### src/rtl/alu_ctrl_seq.sv
// Multicycle stage sequencer and ALU control encoder (RV32I).
// Define ALU_CTRL_MULDIV_EN to decode MUL/DIV/REM on OP f7=0000001.
module alu_ctrl_seq #(
  parameter int XLEN = 32
) (
  input  logic            clk,
  input  logic            rst_n,
  input  logic            instr_valid,
  output logic            instr_ready,
  input  logic [XLEN-1:0] instr,
  input  logic            stall,
  output logic [2:0]      counter,
  output logic [3:0]      Control,
  output logic            alu_src_imm,
  output logic            illegal,
  output logic            done
);

  typedef enum logic [2:0] {
    S_IDLE = 3'd0,
    S_DEC  = 3'd1,
    S_EXE  = 3'd2,
    S_MEM  = 3'd3,
    S_WB   = 3'd4
  } state_t;

  localparam logic [6:0] OPC_OP     = 7'b0110011;
  localparam logic [6:0] OPC_OPIMM  = 7'b0010011;
  localparam logic [6:0] OPC_LOAD   = 7'b0000011;
  localparam logic [6:0] OPC_STORE  = 7'b0100011;
  localparam logic [6:0] OPC_LUI    = 7'b0110111;
  localparam logic [6:0] OPC_AUIPC  = 7'b0010111;
  localparam logic [6:0] OPC_JAL    = 7'b1101111;
  localparam logic [6:0] OPC_JALR   = 7'b1100111;
  localparam logic [6:0] OPC_BRANCH = 7'b1100011;

  localparam logic [6:0] F7_BASE = 7'b0000000;
  localparam logic [6:0] F7_ALT  = 7'b0100000;
  localparam logic [6:0] F7_MD   = 7'b0000001;

  localparam logic [3:0] C_AND  = 4'b0000;
  localparam logic [3:0] C_OR   = 4'b0001;
  localparam logic [3:0] C_ADD  = 4'b0010;
  localparam logic [3:0] C_SLL  = 4'b0011;
  localparam logic [3:0] C_SLTU = 4'b0100;
  localparam logic [3:0] C_SLT  = 4'b0101;
  localparam logic [3:0] C_SUB  = 4'b0110;
  localparam logic [3:0] C_XOR  = 4'b0111;
  localparam logic [3:0] C_SRL  = 4'b1000;
  localparam logic [3:0] C_ILL  = 4'b1001;
  localparam logic [3:0] C_SRA  = 4'b1010;
`ifdef ALU_CTRL_MULDIV_EN
  localparam logic [3:0] C_REM  = 4'b1011;
  localparam logic [3:0] C_DIV  = 4'b1101;
  localparam logic [3:0] C_MUL  = 4'b1110;
`endif

  state_t state, state_nxt;

  // Only opcode, funct3 and funct7 matter to the ALU control encoding.
  logic [6:0] opc, f7;
  logic [2:0] f3;
  logic       mem_q;
  logic [3:0] d_ctrl;
  logic       d_imm, d_ill, d_mem;
  logic       unused_bits;

  assign unused_bits = ^{instr[24:15], instr[11:7]};

  function automatic logic [3:0] f3_ctrl(input logic [2:0] f);
    logic [3:0] c;
    c = C_ADD;
    unique case (f)
      3'b000: c = C_ADD;
      3'b001: c = C_SLL;
      3'b010: c = C_SLT;
      3'b011: c = C_SLTU;
      3'b100: c = C_XOR;
      3'b101: c = C_SRL;
      3'b110: c = C_OR;
      3'b111: c = C_AND;
      default: c = C_ADD;
    endcase
    return c;
  endfunction

  always_comb begin
    d_ctrl = C_ILL;
    d_imm  = 1'b0;
    d_ill  = 1'b1;
    d_mem  = 1'b0;
    unique case (opc)
      OPC_OP: begin
        if (f7 == F7_BASE) begin
          d_ctrl = f3_ctrl(f3);
          d_ill  = 1'b0;
        end else if (f7 == F7_ALT) begin
          if (f3 == 3'b000) begin
            d_ctrl = C_SUB;
            d_ill  = 1'b0;
          end else if (f3 == 3'b101) begin
            d_ctrl = C_SRA;
            d_ill  = 1'b0;
          end
        end else if (f7 == F7_MD) begin
`ifdef ALU_CTRL_MULDIV_EN
          if (f3 == 3'b000) begin
            d_ctrl = C_MUL;
            d_ill  = 1'b0;
          end else if (f3 == 3'b100) begin
            d_ctrl = C_DIV;
            d_ill  = 1'b0;
          end else if (f3 == 3'b110) begin
            d_ctrl = C_REM;
            d_ill  = 1'b0;
          end
`else
          d_ill = 1'b1;
`endif
        end
      end
      OPC_OPIMM: begin
        if (f3 == 3'b001) begin
          if (f7 == F7_BASE) begin
            d_ctrl = C_SLL;
            d_imm  = 1'b1;
            d_ill  = 1'b0;
          end
        end else if (f3 == 3'b101) begin
          if (f7 == F7_BASE || f7 == F7_ALT) begin
            d_ctrl = (f7 == F7_ALT) ? C_SRA : C_SRL;
            d_imm  = 1'b1;
            d_ill  = 1'b0;
          end
        end else begin
          d_ctrl = f3_ctrl(f3);
          d_imm  = 1'b1;
          d_ill  = 1'b0;
        end
      end
      OPC_LOAD, OPC_STORE: begin
        d_ctrl = C_ADD;
        d_imm  = 1'b1;
        d_ill  = 1'b0;
        d_mem  = 1'b1;
      end
      OPC_LUI, OPC_AUIPC, OPC_JAL, OPC_JALR: begin
        d_ctrl = C_ADD;
        d_imm  = 1'b1;
        d_ill  = 1'b0;
      end
      OPC_BRANCH: begin
        unique case (f3)
          3'b000, 3'b001: begin
            d_ctrl = C_SUB;
            d_ill  = 1'b0;
          end
          3'b100, 3'b101: begin
            d_ctrl = C_SLT;
            d_ill  = 1'b0;
          end
          3'b110, 3'b111: begin
            d_ctrl = C_SLTU;
            d_ill  = 1'b0;
          end
          default: d_ill = 1'b1;
        endcase
      end
      default: d_ill = 1'b1;
    endcase
  end

  always_comb begin
    state_nxt = state;
    unique case (state)
      S_IDLE: if (instr_valid) state_nxt = S_DEC;
      S_DEC:  state_nxt = d_ill ? S_WB : S_EXE;
      S_EXE:  state_nxt = mem_q ? S_MEM : S_WB;
      S_MEM:  if (!stall) state_nxt = S_WB;
      S_WB:   state_nxt = S_IDLE;
      default: state_nxt = S_IDLE;
    endcase
  end

  always_ff @(posedge clk or negedge rst_n) begin
    if (!rst_n) begin
      state       <= S_IDLE;
      opc         <= '0;
      f3          <= '0;
      f7          <= '0;
      mem_q       <= 1'b0;
      Control     <= C_ILL;
      alu_src_imm <= 1'b0;
      illegal     <= 1'b0;
    end else begin
      state <= state_nxt;
      if (state == S_IDLE && instr_valid) begin
        opc <= instr[6:0];
        f3  <= instr[14:12];
        f7  <= instr[31:25];
      end
      if (state == S_DEC) begin
        Control     <= d_ctrl;
        alu_src_imm <= d_imm;
        illegal     <= d_ill;
        mem_q       <= d_mem;
      end
    end
  end

  assign counter     = state;
  assign instr_ready = (state == S_IDLE);
  assign done        = (state == S_WB);

endmodule

### config.mk
export PLATFORM = sky130hd
export DESIGN_NAME = alu_ctrl_seq
export DESIGN_NICKNAME = d
export VERILOG_FILES = /design/src/rtl/alu_ctrl_seq.sv
export SDC_FILE = /design/constraint.sdc
export NUM_CORES = 1
export LEC_CHECK = 0
export CAP_MARGIN = 0
export CORE_MARGIN = 1.5
export CORE_UTILIZATION = 45
export DETAILED_ROUTE_END_ITERATION = 7
export GPL_TIMING_DRIVEN = 0
export PLACE_DENSITY = 0.87
export RECOVER_POWER = 50
export SLEW_MARGIN = 30
export SYNTH_ARGS = -nofsm -noshare
export SYNTH_HDL_FRONTEND = slang
export SYNTH_SLANG_ARGS = --single-unit
### constraint.sdc
create_clock -name clk -period 2.9 [get_ports clk]
set_clock_uncertainty 0.15 [all_clocks]
set_input_delay 0.29 -clock clk [delete_from_list [all_inputs] [get_ports clk]]
set_output_delay 0.29 -clock clk [all_outputs]
set_load 0.01 [all_outputs]
Yosys cells after proc, flatten, opt, wreduce, memory -nomap -nowiden
Memories as Yosys holds them, arrays and structs flattened.
Index checks and enable logic that the tools add are counted.
W data, S select, Z words.

word-level totals
  bits in registers = 27
  ROM bits = 64
  input port bits = 36
  output and inout bits = 11
  logic and storage cells = 75
  memories = 2

operators by class
  equal/unequal tests = 21
  multiplexer cells = 32
  reduce and logical (&&, ||, !) cells = 12

memory list
  name             words  width  rd ports  clocked after memory_dff  write ports  RTL line  source
  (no name shown)  8      4      1         0                         0            73        unique case (f)
  (no name shown)  8      4      1         0                         0            73

operator list
  operator              number
  $eq A7 B6 Y1 const B  4
  $mux W4               6
  $eq A7 B7 Y1 const B  3
  $pmux W4 S4           1
  $eq A3 B3 Y1 const B  5
  $eq A7 B5 Y1 const B  2
  $mux W1               14
  $mux W3               4
  $pmux W3 S4           1
  $pmux W4 S3           1
  $reduce_or A6 Y1      2
  $reduce_or A2 Y1      4
  $eq A7 B2 Y1 const B  1
  $logic_not A7 Y1      1
  $eq A3 B1 Y1 const B  2
  $eq A3 B2 Y1 const B  2
  $logic_not A3 Y1      2
  $mux W2               3
  $ne A2 B2 Y1 const B  2
  $pmux W1 S4           1
  $pmux W1 S2           1
  $reduce_and A2 Y1     1
  $logic_and A1 B1 Y1   1
  $logic_or A1 B1 Y1    1

Longest topological paths before layout
Gate-level depths: netlist of the first run.

  depth in word-level cells = 8
  depth in mapped cells = 8
  mapped depth without buffers = 7

Worst setup path before layout of the first run
No wires, ideal clock.

  kind = reg2reg
  start = reg state[0], in the netlist counter[0]
  end = reg f7[4]
  library setup time = 128 ps
  data arrival time = 1763 ps
  required time = 2622 ps
  path slack = 860 ps
  cell stages (with the launch flop) = 6
  period minus slack after synthesis = 2040 ps
  cells stage by stage = dfrtp_1 > clkbuf_1 > nor3_1 > and2_1 > clkbuf_1 > mux2_1

on the way
  word-level cells in the longest chain between the ends = 2

ends and longest elaborated chain
  element                   RTL line  source
  start: declaration        58        state_t state, state_nxt;
  start signal: assignment  196       state <= state_nxt;
  $logic_not A3 Y1          -
  named net instr_ready     9         output logic instr_ready,
  $logic_and A1 B1 Y1       197       if (state == S_IDLE && instr_valid) begin
  end signal: assignment    200       f7 <= instr[31:25];
  end: declaration          61        logic [6:0] opc, f7;

The timed path passes the listed nets, and every way through them passes these cells.
A chain may end at the register's enable or synchronous reset.

Final worst setup path of the first run
  start = reg f3[1]
  end = reg state[2], in the netlist counter[2]

on the way
  word-level cells in the longest chain between the ends = 8
  elaborated cells on any way between the ends = 17
  those cells by class = 5 x eq/ne; 10 x mux; 2 x reduce/logical

ends and longest elaborated chain
  element                   RTL line       source
  start: declaration        62             logic [2:0] f3;
  start signal: assignment  199            f3 <= instr[14:12];
  $eq A3 B3 Y1              101, 129, 153
  $mux W1                   101            end else if (f3 == 3'b101) begin
  $mux W1                   98             if (f3 == 3'b000) begin
  $mux W1                   97             end else if (f7 == F7_ALT) begin
  $mux W1                   94             if (f7 == F7_BASE) begin
  $pmux W1 S4 (*)           92             unique case (opc)
  $mux W3 (*)               177            S_DEC: state_nxt = d_ill ? S_WB : S_EXE;
  $pmux W3 S4 (*)           175            unique case (state)

Every way passes the cells marked *; elsewhere a longest branch is shown, timed or not.

==> out/metrics.csv, run 1 <==
stage,metric,value,unit
sta,fmax,438,MHz
place,Port-buffer cells,31,
die,Die Area,3780,um2
critical_path,CP Launch Type,flop,
logic_synthesis,"flops & latches, synth",27,
sta,final setup vio count,0,
critical_path,Worst path slowest cell,dfrtp_1,
logic_synthesis,"Primary FF master, synth",dfrtp_1,
logic_synthesis,Post-synth EDFFs,0,
final_layout,fillcell total,311,
sta,setup TNS,0,ns
logic_synthesis,ys async rst share,100,%
sta,Slew @ Worst Pin,1.42,ns
die,Core ar.,3310,um2
die,Starting Density,46.5,%
critical_path,crit-path max cell delay,0.47,ns
grt,gr usage total,17.7,%
logic_synthesis,yosys warns,0,
critical_path,cell family with most CP delay,compound AO/OA/AOI/OAI gates,
critical_path,Worst setup startpoint,f3[1],
clock_network,CTS buffer count,3,
grt,antenna violations before repair,0,
drt,highest metal used,met4,
place,GPL Wtd Cong,0.878,
clock_network,number of clock sinks,27,
logic_synthesis,Avg Synthesized Cell Area,10.0,um2
sta,final hold violations,0,
grt,vias in the first global route,1139,
clock_network,clock-pin slew on the worst setup and hold paths,0.14,ns
logic_synthesis,cells after synthesis,154,
drt,wl on met1,1.41,mm
min_path,Hold Startpoint,Control[3],
sta,worst hold margin,0.360,ns
grt,total gr overflow,0,
critical_path,worst-path fanout max,8,
logic_synthesis,"Distinct cells, synth",45,
sta,RSZ-0062 raised after global routing,no,
grt,largest net degree at the start of global routing,28,
logic_synthesis,Post-Syn Nets,196,
clock_network,CTS tree,yes,
final_layout,layout cell share with drive strength beyond 1,13.2,%
critical_path,CP Cell Sequence,"inv_1, ha_1, clkbuf_1, nand2_1, nand3_1, a31oi_1, a221oi_2, a211oi_1",
clock_network,# resized after CTS,0,
pwr,VDD IR max,0.451,mV
grt,global-route wire length before repair,5.02,mm
drt,Routed WL,3.01,mm
die,io pins,47,
status,status,"complete, no violations",
final_layout,# diodes,0,
clock_network,setup bufs post-CTS,0,
die,die height,61.5,um
critical_path,Setup crit end kind,flop,
drt,Met3 Wirelength,111,um
final_layout,register area,678,um2
sta,Max Slew Vio Count,0,
drt,DRC violations left,0,
logic_synthesis,Synth area leaders,"dfrtp_1 41%, mux2_2 5.8%, ha_1 4.9%",
logic_synthesis,top-count cell post-synth,dfrtp_1,
drt,Initial DRT Pass Iterations,4,
drt,routed vias/inst,5.33,
min_path,Hold Path Class,flop to flop,
sta,max_slew headroom,5.08,%
pwr,PD cells,945,nW/um2
run,Max-Cap Viols,0,
clock_network,hold_buf cts,1,
logic_synthesis,Post-synth top cells,"25 x dfrtp_1, 17 x nor2_1, 15 x nand2_1",
clock_network,root buf cell,clkbuf_4,
clock_network,H-tree Lvls,1,
pwr,Pleak,0.766,nW
place,Post-DP HPWL,2.34,mm
drt,met2 routed WL,1.47,mm
drt,DR iter-0 viols,37,
critical_path,Worst EP arrival,2.33,ns
clock_network,Worst-Skew Late Latency,0.32,ns
drt,"antenna viol nets, final",0,
final_layout,area of the multi-input gates,807,um2
drt,vias,1257,
drt,Routed WL per cell,12.8,um
logic_synthesis,sequential fraction of the synthesis area,44.0,%
critical_path,"Buf+Inv Stages, Crit Path",2,
critical_path,crit path kind,flop to flop,
logic_synthesis,post-synth top area share,40.6,%
die,row count,21,
logic_synthesis,Synth area leader,dfrtp_1,
final_layout,Layout area overhead,25.8,%
critical_path,Crit path required time,2.95,ns
die,die width,61.5,um
sta,period utilization,78.8,%
critical_path,worst r2r src,f3[1],
clock_network,clock buffer depth,2,
sta,crit path time final,2.29,ns
logic_synthesis,area of the mapped netlist,1540,um2
final_layout,Layout Nets,233,
==> layout make-up <==
type,count,area share [%]
Buffer,7,1.68
Tap cell,46,2.97
Timing Repair Buffer,32,16.2
Multi-Input combinational cell,114,41.6
Clock buffer,4,1.36
Sequential cell,27,35.0
Inverter,6,1.16
==> worst min-delay path, stage by stage, from the launching register on <==
cell,delay [ns]
dfstp_2,0.39
nor2_1,0.09
a31oi_1,0.04
==> path summary, 6_finish.rpt <==
kind,slack [ns],to,depth (start not counted)
min in group asynchronous,0.67,opc[4],2
setup reg to reg,0.61,counter[2],8
max in group asynchronous,1.10,opc[3],2
setup / recovery,0.61,counter[2],8
hold / removal,0.36,Control[3],2
hold reg to reg,0.36,Control[3],2
==> stage by stage <==
stage	total power [mW]	cell area, um2	setup WS [ns]	instances	util, %
6_report	1.83	1940	0.615	236	58.5
5_1_grt	2.00	1940	0.483	236	58.5
4_1_cts	1.85	1940	0.623	236	58.6
3_5_place_dp	1.69	1900	0.661	231	57.5
3_3_place_gp	1.67	1910	0.673	231	57.6
2_1_floorplan	1.36	1540	0.860	154	-
==> cells in the final DEF, fill, tap and decap left out, drive strengths merged, types with 2 or more instances in the layout <==
cell type / Yosys / routed
a211oi: 4 / 4
a21oi: 7 / 7
a22o: 3 / 3
a31oi: 3 / 3
and2: 2 / 2
buf: 3 / 3
clkbuf: 4 / 9
clkdlybuf4s50: 0 / 27
dfrtp: 25 / 25
dfstp: 2 / 2
dlygate4sd3: 0 / 4
ha: 6 / 6
inv: 6 / 6
mux2: 13 / 13
nand2: 15 / 15
nand2b: 3 / 3
nand3: 5 / 5
nor2: 17 / 17
nor2b: 3 / 3
nor3: 5 / 5
o21ai: 4 / 4
o22ai: 2 / 2
or2: 3 / 3
or3: 2 / 2
==> metal layers <==
metal	GRT usage [%]	vias up
li1	-	627
met1	24.7	594
met2	29.3	32
met3	2.10	4
met4	4.86	0
met5	0	-
==> registers in the layout (all words and copies together) (netlist names) <==
signal and count:
f7 7, opc 7, Control 4, counter 3, f3 3, alu_src_imm 1, illegal 1, mem_q 1
==> report_power, final <==
part           internal, mW  switching [mW]  total (mW)  leakage [nW]
combinational         0.471           0.490       0.961         0.427
sequential            0.557           0.157       0.713         0.325
clock                0.0537           0.103       0.157        0.0150
total                  1.08           0.750        1.83         0.766
==> kinds of logic (layout without fill, tap and decap cells) <==
logic type | Yosys count | after routing | share of synthesized area, %
buffers and inverters | 13 | 49 | 3.57
AO/OA/AOI/OAI | 34 | 34 | 17.1
adder cells (fa/ha/maj) | 6 | 6 | 4.87
XOR/XNOR | 1 | 1 | 0.569
flip-flops | 27 | 27 | 44.0
multiplexers | 13 | 13 | 9.50
AND/OR/NAND/NOR | 60 | 60 | 20.4
(Power assumes the default switching activity.)
==> run 2: changes to the inputs <==
- clock period: 2.9 -> 2.4 ns (I/O delays scaled with it)
==> run 2 against run 1 <==
Compared with the run above: maximum frequency increased by 3.9%; non-clock buffer count is 1 lower; critical path depth decreased by 3; clock power up 20%; sequential power up 21%; wire length about the same; die area unchanged; hold slack worse by 0.048 ns; via count shrank 0.80%; first-iteration DRC count decreased by 2.7%; combinational power rose by 21%; largest power group unchanged.
==> out/metrics.csv, run 2 (synthesis results as in run 1) <==
stage,metric,value,unit
critical_path,reg2reg end,counter[2],
final_layout,top flop regs,"f7: 7 flops, opc: 7 flops, Control: 4 flops",
clock_network,CTS buffer count,3,
grt,vias in the first global route,1139,
final_layout,Layout area overhead,25.6,%
place,GPL Wtd Cong,0.878,
die,Starting Density,46.5,%
final_layout,Layout Nets,232,
clock_network,clock buffer depth,2,
final_layout,"leading cell type in the layout, fill and taps excluded",clkdlybuf4s50_1,
sta,max_slew headroom,4.99,%
clock_network,clock-pin slew on the worst setup and hold paths,0.14,ns
sta,setup TNS,0,ns
sta,Max Slew Vio Count,0,
final_layout,Util after Layout,58.4,%
sta,crit path time final,2.20,ns
sta,final setup vio count,0,
pwr,Total Power,2.21,mW
drt,Initial DRT Pass Iterations,4,
sta,final hold violations,0,
critical_path,crit-path max cell delay,0.57,ns
clock_network,root buf cell,clkbuf_4,
drt,DRC violations left,0,
clock_network,H-tree Lvls,1,
critical_path,worst-path fanout max,3,
min_path,Hold Path Class,input pin to flop,
final_layout,most frequent cells in the layout,"27 x clkdlybuf4s50_1, 25 x dfrtp_1, 17 x nor2_1, 15 x nand2_1, 8 x mux2_2",
drt,routed vias/inst,5.31,
status,status,"complete, no violations",
critical_path,Reg2Reg Setup Slack,0.20,ns
grt,met2 Use GR,29.3,%
drt,"antenna viol nets, final",0,
final_layout,area of the multi-input gates,807,um2
critical_path,cell family with most CP delay,compound AO/OA/AOI/OAI gates,
grt,largest net degree at the start of global routing,28,
die,die width,61.5,um
sta,fmax,455,MHz
drt,Routed WL per cell,12.8,um
critical_path,Worst EP arrival,2.24,ns
drt,DR iter-0 viols,36,
die,die height,61.5,um
die,Die Area,3780,um2
critical_path,Setup crit end kind,flop,
critical_path,CP Launch Type,flop,
pwr,Pleak,0.765,nW
final_layout,# diodes,0,
final_layout,fillcell total,313,
place,Post-DP HPWL,2.34,mm
critical_path,Crit path required time,2.45,ns
sta,RSZ-0062 raised after global routing,no,
critical_path,CP Cell Sequence,"or4_4, o41ai_2, nand2b_1, a221oi_2, a211oi_1",
critical_path,R2R cell count,5,
place,dpl ws,0.161,ns
pwr,PD cells,1140,nW/um2
final_layout,register area,678,um2
critical_path,"Buf+Inv Stages, Crit Path",0,
place,DP Area,1900,um2
min_path,Hold Startpoint,instr[13],
clock_network,number of clock sinks,27,
critical_path,crit path kind,flop to flop,
critical_path,Worst path slowest cell,or4_4,
place,Port-buffer cells,31,
pwr,VDD IR max,0.544,mV
min_path,Hold EP,f3[1],
grt,global-route wire length before repair,5.02,mm
grt,total gr overflow,0,
die,io pins,47,
grt,gr usage total,17.7,%
drt,Routed WL,3.02,mm
grt,antenna violations before repair,0,
sta,slack of the critical path,0.201,ns
sta,Slew @ Worst Pin,1.43,ns
final_layout,layout cell share with drive strength beyond 1,13.2,%
sta,period utilization,91.6,%
critical_path,worst r2r src,f7[1],
drt,vias,1247,
run,Max-Cap Viols,0,
min_path,WHS Path Cells,3,
die,Core ar.,3310,um2
final_layout,Final Instance Area,1930,um2
clock_network,setup bufs post-CTS,0,
clock_network,CTS tree,yes,
clock_network,Worst-Skew Late Latency,0.32,ns
grt,M3 GR Usage,2.10,%
die,row count,21,
grt,Most Crowded Layer GR,met2,
grt,met1 usage,24.7,%
[run 2: cell count changes in the layout (fill, tap and decap cells not counted)]
| cell | previous run | this run |
|---|---|---|
| clkbuf_1 | 6 | 5 |
[run 2: how the worst max path moves through the flow]
stage	to	startpoint	cells after the start	slack, ns
detailed placement	counter[2]	f3[1]	8	0.16
global placement	counter[2]	f3[1]	8	0.17
global route	illegal	f7[1]	5	0.09
floorplan	f7[4]	counter[0]	5	0.36
finish	counter[2]	f7[1]	5	0.20
CTS	counter[2]	f3[1]	8	0.12
[run 2: worst reg2reg max path, cell delays in order (launching register included)]
cell	delay, ns
dfrtp_1	0.41
or4_4	0.57
o41ai_2	0.36
nand2b_1	0.11
a221oi_2	0.35
a211oi_1	0.13
[run 2: area by class of cell]
type                       count  area share, %
multi-input combinational    114           41.7
sequential                    27           35.1
timing repair buffer          32           16.2
tap                           46           2.98
buffer                         6           1.49
clock buffer                   4           1.36
inverter                       6           1.16
[run 2: stage by stage]
| stage | instances | hold WS, ns |
|---|---|---|
| 2_1_floorplan | 154 | -0.206 |
| 3_3_place_gp | 231 | 0.343 |
| 3_5_place_dp | 231 | 0.131 |
| 4_1_cts | 236 | 0.312 |
| 5_1_grt | 235 | 0.340 |
| 6_report | 235 | 0.311 |
[run 2: what timing repair did]
| item | 4_1_cts | 5_1_grt |
|---|---|---|
| endpoints found under the hold margin | 25 | 0 |
| setup endpoints to repair | 0 | 2 |
| resized for setup | 0 | 0 |
| hold buffers | 1 | 0 |
[run 2: per-layer routing]
| layer | wire length, um | vias up |
|---|---|---|
| met2 | 1490 | 25 |
| li1 | - | 627 |
| met4 | 19 | 0 |
| met1 | 1390 | 593 |
| met3 | 119 | 2 |
| met5 | 0 | - |
[run 2: where the power goes]
part	switching [mW]	total (mW)	internal, mW
registers	0.188	0.861	0.673
clock network	0.125	0.189	0.0649
logic	0.591	1.16	0.570
==> run 3: changes to the inputs <==
- CORE_ASPECT_RATIO: default -> 0.75
==> run 3 against run 2 <==
Compared with the run above: flip-flop and latch count unchanged; non-clock buffer count unchanged; utilization up 0.86 points; clock-buffer cell count down 1; largest power group unchanged.
==> out/metrics.csv, run 3 (synthesis results as in run 1) <==
stage,metric,value,unit
sta,worst hold margin,0.349,ns
final_layout,# diodes,0,
final_layout,Layout area overhead,26.6,%
critical_path,worst-path fanout max,3,
min_path,Hold Path Class,flop to flop,
clock_network,setup bufs post-CTS,0,
grt,largest net degree at the start of global routing,28,
pwr,Switching Share,40.2,%
sta,final setup vio count,0,
critical_path,Worst path slowest cell,or4_4,
pwr,VDD IR max,0.651,mV
pwr,Pleak,0.775,nW
sta,Max Slew Vio Count,0,
die,row count,18,
clock_network,CTS buffer count,3,
pwr,internal cell power,1.36,mW
pwr,Sw Pwr,916,uW
drt,vias,1250,
sta,Slew @ Worst Pin,1.37,ns
critical_path,CP Cell Sequence,"or4_4, o41ai_2, nand2b_1, a221oi_2, a211oi_1",
pwr,Comb power frac,51.1,%
place,Port-buffer cells,31,
clock_network,CTS tree,yes,
sta,fmax,447,MHz
grt,antenna violations before repair,0,
sta,crit path time final,2.24,ns
final_layout,most frequent cells in the layout,"26 x clkdlybuf4s50_1, 25 x dfrtp_1, 17 x nor2_1, 15 x nand2_1, 8 x mux2_2",
critical_path,Setup crit end kind,flop,
sta,RSZ-0062 raised after global routing,no,
pwr,PD cells,1170,nW/um2
drt,Routed WL,2.98,mm
final_layout,top flop regs,"f7: 7 flops, opc: 7 flops, Control: 4 flops",
critical_path,Worst EP arrival,2.23,ns
drt,DR iter-0 viols,71,
sta,period utilization,93.3,%
drt,DRC violations left,0,
pwr,clock power share,11.3,%
place,dpl ws,0.183,ns
grt,vias in the first global route,1068,
critical_path,Crit path required time,2.39,ns
status,status,"complete, no violations",
die,die height,53.7,um
clock_network,root buf cell,clkbuf_8,
die,io pins,47,
clock_network,Worst-Skew Late Latency,0.27,ns
sta,final hold violations,0,
drt,Routed WL per cell,13.0,um
place,Post-DP HPWL,2.35,mm
grt,global-route wire length before repair,5.03,mm
critical_path,cell family with most CP delay,compound AO/OA/AOI/OAI gates,
clock_network,H-tree Lvls,1,
clock_network,clock buffer depth,2,
critical_path,crit-path max cell delay,0.56,ns
final_layout,Layout Nets,232,
sta,setup TNS,0,ns
drt,"antenna viol nets, final",0,
die,Core ar.,3290,um2
die,Die Area,3790,um2
drt,Initial DRT Pass Iterations,4,
place,GPL Wtd Cong,0.852,
grt,gr usage total,16.9,%
run,Max-Cap Viols,0,
drt,routed vias/inst,5.46,
sta,max_slew headroom,8.52,%
final_layout,layout cell share with drive strength beyond 1,13.8,%
critical_path,"Buf+Inv Stages, Crit Path",0,
die,Starting Density,46.8,%
final_layout,"leading cell type in the layout, fill and taps excluded",clkdlybuf4s50_1,
sta,slack of the critical path,0.161,ns
pwr,Sequential Power Share,37.6,%
critical_path,CP Launch Type,flop,
clock_network,# resized after CTS,0,
critical_path,crit path kind,flop to flop,
die,die width,70.6,um
clock_network,number of clock sinks,27,
grt,total gr overflow,0,
clock_network,clock-pin slew on the worst setup and hold paths,0.10,ns
==> run 3: cell types whose count changed in the layout (fill, tap and decap cells not counted), sizes merged <==
cell / delta
clkbuf: -1
clkinvlp: +1
clkdlybuf4s50: -1
dlygate4sd3: +1
==> run 3: what timing repair did <==
item / CTS / global route
endpoints found under the setup margin: 0 / 2
hold endpoints to repair: 25 / 0
hold buffers: 1 / 0
==> run 3: final cells by class <==
class	instances	area [um2]
flip-flops and latches	27	678
inverters	6	22.5
multi-input cells	114	807
fillers	288	1340
plain buffers	6	28.8
repair buffers	32	314
clock buffers	3	41.3
clock inverters	1	7.51
well taps	40	50.0
==> run 3: worst paths after layout <==
| kind | cells after the start | end | slack, ns | from |
|---|---|---|---|---|
| max in group asynchronous | 2 | Control[2] | 0.65 | rst_n |
| worst max-delay path | 5 | counter[2] | 0.16 | f7[1] |
| worst min-delay path | 2 | alu_src_imm | 0.35 | alu_src_imm |
| worst max register to register | 5 | counter[2] | 0.16 | f7[1] |
| min in group asynchronous | 2 | f7[1] | 0.65 | rst_n |
| worst min register to register | 2 | alu_src_imm | 0.35 | alu_src_imm |
==> run 3: per-stage QoR <==
step	cell area [um2]	total power, mW	std cells	utilization (%)
floorplan	1540	1.65	154	-
CTS	1950	2.30	230	59.4
global route	1950	2.48	229	59.3
finish	1950	2.28	229	59.3
detailed placement	1900	2.04	225	57.6
global placement	1900	2.01	225	57.8
==> run 3: metal layers <==
metal | track usage [%] | up-vias | routed length [um]
li1 | - | 628 | -
met1 | 25.0 | 582 | 1510
met2 | 25.5 | 40 | 1270
met3 | 4.87 | 0 | 202
met4 | 2.20 | 0 | 0
met5 | 0 | - | 0
==> run 3: tightest hold or removal path: stages (launching register included) <==
cell,delay (ns)
dfrtp_1,0.35
nor2_1,0.05
nor2_1,0.07
==> run 3: power groups by stage <==
stage	Sequential (mW)	Combinational (mW)	Clock, mW
after global placement	0.856	1.15	0
final	0.857	1.16	0.257
after global routing	0.888	1.30	0.290
after detailed placement	0.869	1.17	0
after floorplan	0.854	0.793	0
after CTS	0.859	1.17	0.265
